`src/rtl/ps2_defs.sv`:
```
// ============================================================================
// Module   : ps2_defs (package)
// Purpose  : Shared PS/2 receiver constants: FSM encodings, special codes.
// Revision : 1.0
// ============================================================================
`default_nettype none

package ps2_defs;

    localparam logic [1:0] c_ST_IDLE   = 2'd0;
    localparam logic [1:0] c_ST_DATA   = 2'd1;
    localparam logic [1:0] c_ST_PARITY = 2'd2;
    localparam logic [1:0] c_ST_STOP   = 2'd3;

    localparam logic [7:0] PS2_BREAK_CODE = 8'hF0;
    localparam logic [7:0] PS2_EXT_CODE   = 8'hE0;

    // start + 8 data + parity + stop
    localparam int PS2_FRAME_BITS = 11;

    function automatic logic is_break_code(input logic [7:0] code);
        return code == PS2_BREAK_CODE;
    endfunction

    function automatic logic is_ext_code(input logic [7:0] code);
        return code == PS2_EXT_CODE;
    endfunction

endpackage

`default_nettype wire

```
`src/rtl/ps2_clk_filter.sv`:
```
// ============================================================================
// Module   : ps2_clk_filter
// Purpose  : 2-flop synchroniser, FILTER_LEN-sample level filter and falling
//            edge detector for the raw PS/2 clock pin.
// Revision : 1.0
// ============================================================================
`default_nettype none

module ps2_clk_filter #(
    parameter int FILTER_LEN = 8
) (
    input  logic clk,
    input  logic reset,
    input  logic i_ps2_clk,
    output logic o_fall
);

    localparam int              c_CW       = (FILTER_LEN > 1) ? $clog2(FILTER_LEN) : 1;
    localparam logic [c_CW-1:0] c_CNT_LAST = c_CW'(FILTER_LEN - 1);
    localparam logic [c_CW-1:0] c_CNT_ONE  = c_CW'(1);

    logic [1:0]      r_sync;
    logic            r_filt;
    logic            r_filt_q;
    logic [c_CW-1:0] r_cnt;

    // r_cnt counts consecutive samples that disagree with the filtered level.
    always_ff @(posedge clk or posedge reset) begin
        if (reset) begin
            r_sync   <= 2'b11;
            r_filt   <= 1'b1;
            r_filt_q <= 1'b1;
            r_cnt    <= '0;
        end else begin
            r_sync   <= {r_sync[0], i_ps2_clk};
            r_filt_q <= r_filt;
            if (r_sync[1] == r_filt) begin
                r_cnt <= '0;
            end else if (r_cnt == c_CNT_LAST) begin
                r_filt <= r_sync[1];
                r_cnt  <= '0;
            end else begin
                r_cnt <= r_cnt + c_CNT_ONE;
            end
        end
    end

    assign o_fall = r_filt_q & ~r_filt;

endmodule

`default_nettype wire

```
`src/rtl/ps2_rx.sv`:
```
// ============================================================================
// Module   : ps2_rx
// Purpose  : PS/2 keyboard frame receiver delivering scan-code bytes with a
//            one-cycle flag; optional break-code suppression via the macro
//            PS2_BREAK_FILTER_EN.
// Revision : 1.0
// ============================================================================
`default_nettype none

module ps2_rx
    import ps2_defs::*;
#(
    parameter int FILTER_LEN     = 8,
    parameter int TIMEOUT_CYCLES = 50000
) (
    input  logic       clk,
    input  logic       reset,
    input  logic       ps2_clk,
    input  logic       ps2_data,
    output logic [7:0] scancode,
    output logic       flag,
    output logic       frame_err
);

    localparam int              c_TW       = (TIMEOUT_CYCLES > 1) ? $clog2(TIMEOUT_CYCLES) : 1;
    localparam logic [c_TW-1:0] c_TO_LAST  = c_TW'(TIMEOUT_CYCLES - 1);
    localparam logic [c_TW-1:0] c_TO_ONE   = c_TW'(1);
    localparam logic [2:0]      c_LAST_BIT = 3'(PS2_FRAME_BITS - 4);

    logic [1:0]      r_state;
    logic [1:0]      w_next;
    logic [1:0]      r_dsync;
    logic [7:0]      r_shift;
    logic [2:0]      r_bitcnt;
    logic            r_parity;
    logic [c_TW-1:0] r_tocnt;
    logic [7:0]      r_scancode;
    logic            r_flag;
    logic            r_frame_err;

    logic w_fall;
    logic w_data;
    logic w_timeout;
    logic w_start;
    logic w_shift_en;
    logic w_cap_par;
    logic w_accept;
    logic w_err;
    logic w_deliver;

    ps2_clk_filter #(
        .FILTER_LEN (FILTER_LEN)
    ) u_clk_filter (
        .clk       (clk),
        .reset     (reset),
        .i_ps2_clk (ps2_clk),
        .o_fall    (w_fall)
    );

    always_ff @(posedge clk or posedge reset) begin
        if (reset) begin
            r_dsync <= 2'b11;
        end else begin
            r_dsync <= {r_dsync[0], ps2_data};
        end
    end

    assign w_data    = r_dsync[1];
    // Timeout wins over a coincident fall, which is then ignored.
    assign w_timeout = (r_state != c_ST_IDLE) && (r_tocnt == c_TO_LAST);

    always_ff @(posedge clk or posedge reset) begin
        if (reset) begin
            r_state <= c_ST_IDLE;
        end else begin
            r_state <= w_next;
        end
    end

    always_comb begin
        w_next = r_state;
        if (w_timeout) begin
            w_next = c_ST_IDLE;
        end else if (w_fall) begin
            case (r_state)
                c_ST_IDLE:   if (!w_data) w_next = c_ST_DATA;
                c_ST_DATA:   if (r_bitcnt == c_LAST_BIT) w_next = c_ST_PARITY;
                c_ST_PARITY: w_next = c_ST_STOP;
                c_ST_STOP:   w_next = c_ST_IDLE;
                default:     w_next = c_ST_IDLE;
            endcase
        end
    end

    always_comb begin
        w_start    = 1'b0;
        w_shift_en = 1'b0;
        w_cap_par  = 1'b0;
        w_accept   = 1'b0;
        w_err      = 1'b0;
        if (w_timeout) begin
            w_err = 1'b1;
        end else if (w_fall) begin
            case (r_state)
                c_ST_IDLE:   w_start    = ~w_data;
                c_ST_DATA:   w_shift_en = 1'b1;
                c_ST_PARITY: w_cap_par  = 1'b1;
                c_ST_STOP: begin
                    if ((^{r_shift, r_parity}) && w_data) w_accept = 1'b1;
                    else                                 w_err    = 1'b1;
                end
                default: ;
            endcase
        end
    end

`ifdef PS2_BREAK_FILTER_EN
    logic r_break;

    // F0 arms suppression of the following byte; any frame error disarms it.
    always_ff @(posedge clk or posedge reset) begin
        if (reset) begin
            r_break <= 1'b0;
        end else if (w_err) begin
            r_break <= 1'b0;
        end else if (w_accept) begin
            r_break <= ~r_break && is_break_code(r_shift);
        end
    end

    assign w_deliver = w_accept && !r_break && !is_break_code(r_shift);
`else
    assign w_deliver = w_accept;
`endif

    always_ff @(posedge clk or posedge reset) begin
        if (reset) begin
            r_shift     <= 8'h00;
            r_bitcnt    <= 3'd0;
            r_parity    <= 1'b0;
            r_tocnt     <= '0;
            r_scancode  <= 8'h00;
            r_flag      <= 1'b0;
            r_frame_err <= 1'b0;
        end else begin
            r_flag      <= w_deliver;
            r_frame_err <= w_err;
            if (w_deliver) r_scancode <= r_shift;

            if (r_state == c_ST_IDLE || w_fall || w_timeout) r_tocnt <= '0;
            else                                             r_tocnt <= r_tocnt + c_TO_ONE;

            if (w_start || w_timeout) begin
                r_shift  <= 8'h00;
                r_bitcnt <= 3'd0;
            end else if (w_shift_en) begin
                r_shift  <= {w_data, r_shift[7:1]};
                r_bitcnt <= r_bitcnt + 3'd1;
            end
            if (w_cap_par) r_parity <= w_data;
        end
    end

    assign scancode  = r_scancode;
    assign flag      = r_flag;
    assign frame_err = r_frame_err;

endmodule

`default_nettype wire

```
`config.mk`:
```
export PLATFORM = sky130hd
export DESIGN_NAME = ps2_rx
export DESIGN_NICKNAME = d
export VERILOG_FILES = /design/src/rtl/ps2_defs.sv /design/src/rtl/ps2_clk_filter.sv /design/src/rtl/ps2_rx.sv
export SDC_FILE = /design/constraint.sdc
export NUM_CORES = 1
export LEC_CHECK = 0
export ABC_AREA = 0
export BUFFER_PORTS_ARGS = -buffer_cell sky130_fd_sc_hd__buf_2
export CAP_MARGIN = 20
export CELL_PAD_IN_SITES_DETAIL_PLACEMENT = 1
export CELL_PAD_IN_SITES_GLOBAL_PLACEMENT = 2
export CORE_MARGIN = 8
export CORE_UTILIZATION = 43
export DETAILED_ROUTE_END_ITERATION = 12
export PLACE_DENSITY = 0.81
export SETUP_SLACK_MARGIN = 0.05
export SLEW_MARGIN = 20
export SYNTH_ARGS = -nofsm -noshare
export SYNTH_HDL_FRONTEND = slang
export SYNTH_SLANG_ARGS = --single-unit
export TNS_END_PERCENT = 50
```
`constraint.sdc`:
```
create_clock -name clk -period 4.05 [get_ports clk]
set_input_delay 0.81 -clock clk [delete_from_list [all_inputs] [get_ports clk]]
set_output_delay 0.81 -clock clk [all_outputs]
set_load 0.01 [all_outputs]
```
==> flow_summary_export.csv <==
group,metric,value,unit
timing,fmax,0.4268,GHz
finish,final_common_cell,"dfrtp_1",
drt,wl_per_cell,16.12,microns
drt,drtPass1Iterations,4,
logic_synthesis,synth_seq_cells,49,
finish,diodes,0,
placed_design,portBuffers,13,
logic_synthesis,syn_area,2208,sq um
placed_design,placedInstanceArea,2341,sq um
worst_setup_path,end_kind,"register",
finish,nets,220,
logic_synthesis,ys_types,31,
cts,insertion_delay,0.31,ns
cts,cts_tree,"built",
power_and_ir_drop,power.share.sequential,46.9,%
floorplanning,io_pins,14,
drt,num_vias,1390,
logic_synthesis,post_synth.cell_area_avg,11.62,sq um
cts,htree_num_levels,2,
logic_synthesis,synth_nets,204,
grt,grt_pass1_wl,7.769,mm
power_and_ir_drop,p_switching,0.3577,mW
cts,cts_setup_buffers,0,
run,cap_violations,0,
hold_path,hold_path.class,"reg2reg",
timing,rsz0062_at_grt,"false",
power_and_ir_drop,clkPwrFrac,32.3,%
floorplanning,die_area,7685,sq um
cts,root_buffer,"clkbuf_8",
floorplanning,die_w,87.67,microns
cts,clk_pin_slew,0.09,ns
cts,cts-buffers-inserted,5,
drt,remaining_drc_errors,0,
logic_synthesis,yosys_warnings,0,
timing,slew_violations,0,
grt,grt_max_degree,50,
floorplanning,start_util,43.80,%
placed_design,hpwlAfterDp,3.214,mm
grt,grt_pass1_vias,1654,
drt,routed_wl,4.465,mm
timing,worstMarginPinSlew,0.8330,ns
cts,cts_hold_buffers,0,
power_and_ir_drop,switching_share,28.42,%
drt,drtAntennaViolNets,0,
timing,fin_crit,2.343,ns
worst_setup_path,cp.arrival,2.51,ns
floorplanning,die-height,87.67,microns
timing,finalSetupTns,0,ns
drt,post_drt_via_cell_ratio,5.018,
power_and_ir_drop,peakVddDrop,200.8,uV
finish,fin_area,2476,sq um
floorplanning,rows,26,
placed_design,gp_congestion,0.7833,
power_and_ir_drop,p_per_area,508.2,nW/um^2
grt,overflow,0,
cts,clk_path_buf_depth,2,
timing,final.period_utilization,57.85,%
timing,hold_viol,0,
finish,syn_to_final_growth,12.12,%
worst_setup_path,crit_path_max_fanout,15,
grt,antenna_found_initial,0,
power_and_ir_drop,internal_power,0.9008,mW
logic_synthesis,ys_seq_area_share,55.86,%
power_and_ir_drop,leakage,1.262,nW
worst_setup_path,worstSetupPathType,"reg2reg",
finish,layout-drive-gt1-share,18.84,%
run_status,status,"finished clean",
power_and_ir_drop,p_comb_share,20.7,%
finish,final_cell_mix,"43 x dfrtp_1, 26 x nor2_1, 16 x nand2_1, 13 x xor2_1, 13 x buf_2",
timing,finalClockSkew,0.009265,ns
cts,cts_sinks,49,
worst_setup_path,cp.required,4.22,ns
timing,setup_viol,0,
timing,slew_headroom,44.47,%
grt,gr-usage-all-layers,13.10,%
cts,ctsResizeCount,0,
drt,first_iter_violations,36,
logic_synthesis,synthCells,190,
floorplanning,coreArea,5042,sq um
worst_setup_path,worst_setup_path_start_kind,"register",
metal layers:
layer | up-vias | GRT usage, % | part of all wire [%]
met3 | 8 | 3.189 | 2.4
met1 | 699 | 14.65 | 44
li1 | 670 | - | -
met5 | - | 0 | 0
met4 | 0 | 5.313 | 1.8
met2 | 13 | 23.21 | 52
layout make-up:
type	count	area, sq um
clock buffers	5	68.82
clock inverters	3	65.06
fillers	555	2566
inverters	4	16.27
multi-input cells	132	932.1
flip-flops and latches	49	1234
well taps	70	87.58
repair buffers	14	72.57
cells by family (layout without fill, tap and decap cells):
| logic type | Yosys count | after routing | share of synthesized area, % |
|---|---|---|---|
| xor+xnor | 23 | 23 | 9.745 |
| compound gates | 10 | 10 | 3.003 |
| flops | 49 | 49 | 55.86 |
| fa+ha+maj | 10 | 10 | 5.666 |
| buf+inv | 9 | 26 | 1.926 |
| simple gates | 73 | 73 | 15.98 |
| mux | 16 | 16 | 7.819 |
path summary, 6_finish.rpt:
kind / from / end / slack, ns / depth (start not counted)
max in group asynchronous: reset / r_parity / 2.91 / 2
hold reg to reg: u_clk_filter.r_sync[0] / u_clk_filter.r_sync[1] / 0.36 / 0
min in group asynchronous: reset / u_clk_filter.r_cnt[1] / 0.63 / 2
setup / recovery: r_state[0] / r_tocnt[3] / 1.71 / 7
hold / removal: u_clk_filter.r_sync[0] / u_clk_filter.r_sync[1] / 0.36 / 0
setup reg to reg: r_state[0] / r_tocnt[3] / 1.71 / 7
power by group through the flow:
stage | Combinational, mW | Sequential (mW) | Clock (mW)
finish | 0.261 | 0.591 | 0.407
global route | 0.300 | 0.600 | 0.435
CTS | 0.265 | 0.593 | 0.423
detailed placement | 0.261 | 0.602 | 0
global placement | 0.242 | 0.595 | 0
floorplan | 0.207 | 0.589 | 0
synthesized netlist by cell type:
library cell / count / share of area [%]
a32o_1: 1 / 0.45
nand4_1: 4 / 1.1
mux2_2: 10 / 5.1
buf_2: 1 / 0.23
and3_1: 6 / 1.7
xnor3_1: 1 / 1.0
nor2_1: 26 / 4.4
clkbuf_1: 3 / 0.51
mux2i_1: 6 / 2.7
and2_1: 3 / 0.85
nor4_1: 1 / 0.28
ha_1: 10 / 5.7
and4_1: 2 / 0.79
nand3b_1: 1 / 0.34
nor3b_1: 2 / 0.68
o2bb2ai_1: 1 / 0.40
nand2_1: 16 / 2.7
inv_1: 4 / 0.68
a22o_1: 1 / 0.40
dfrtp_1: 43 / 49
o21ai_0: 1 / 0.23
xnor2_1: 9 / 3.6
dfstp_2: 6 / 7.1
a2bb2oi_1: 1 / 0.40
nor2b_1: 1 / 0.28
nand4bb_1: 1 / 0.51
nand3_1: 9 / 2.0
buf_6: 1 / 0.51
nor3_1: 1 / 0.23
xor2_1: 13 / 5.2
a21oi_1: 5 / 1.1
critical path, stage by stage, from the launching register on:
cell and delay, ns:
dfrtp_1 0.41, inv_1 0.10, ha_1 0.27, nand4bb_1 0.20, nor3_1 0.21, nand4_1 0.36, nand2_1 0.53, nor2_1 0.12
state kept, by name (all words and copies together) (netlist names), 2 cells and up:
name and count:
r_state 2, u_clk_filter.r_cnt 3, r_dsync 2, r_bitcnt 3
r_tocnt 16, r_shift 8, u_clk_filter.r_sync 2, scancode 8
stage by stage:
step / power [mW] / setup WS [ns] / utilization, % / hold WS [ns] / std cells
final: 1.258 / 1.707 / 49.11 / 0.3602 / 277
after global routing: 1.335 / 1.412 / 49.11 / 0.3645 / 277
after CTS: 1.281 / 1.693 / 49.08 / 0.3611 / 277
after detailed placement: 0.8634 / 1.702 / 46.43 / 0.3478 / 269
after global placement: 0.8375 / 1.913 / 46.43 / 0.3469 / 269
after floorplan: 0.7966 / 2.077 / - / 0.3452 / 190
Note: power is estimated with default switching activity, not from simulation.
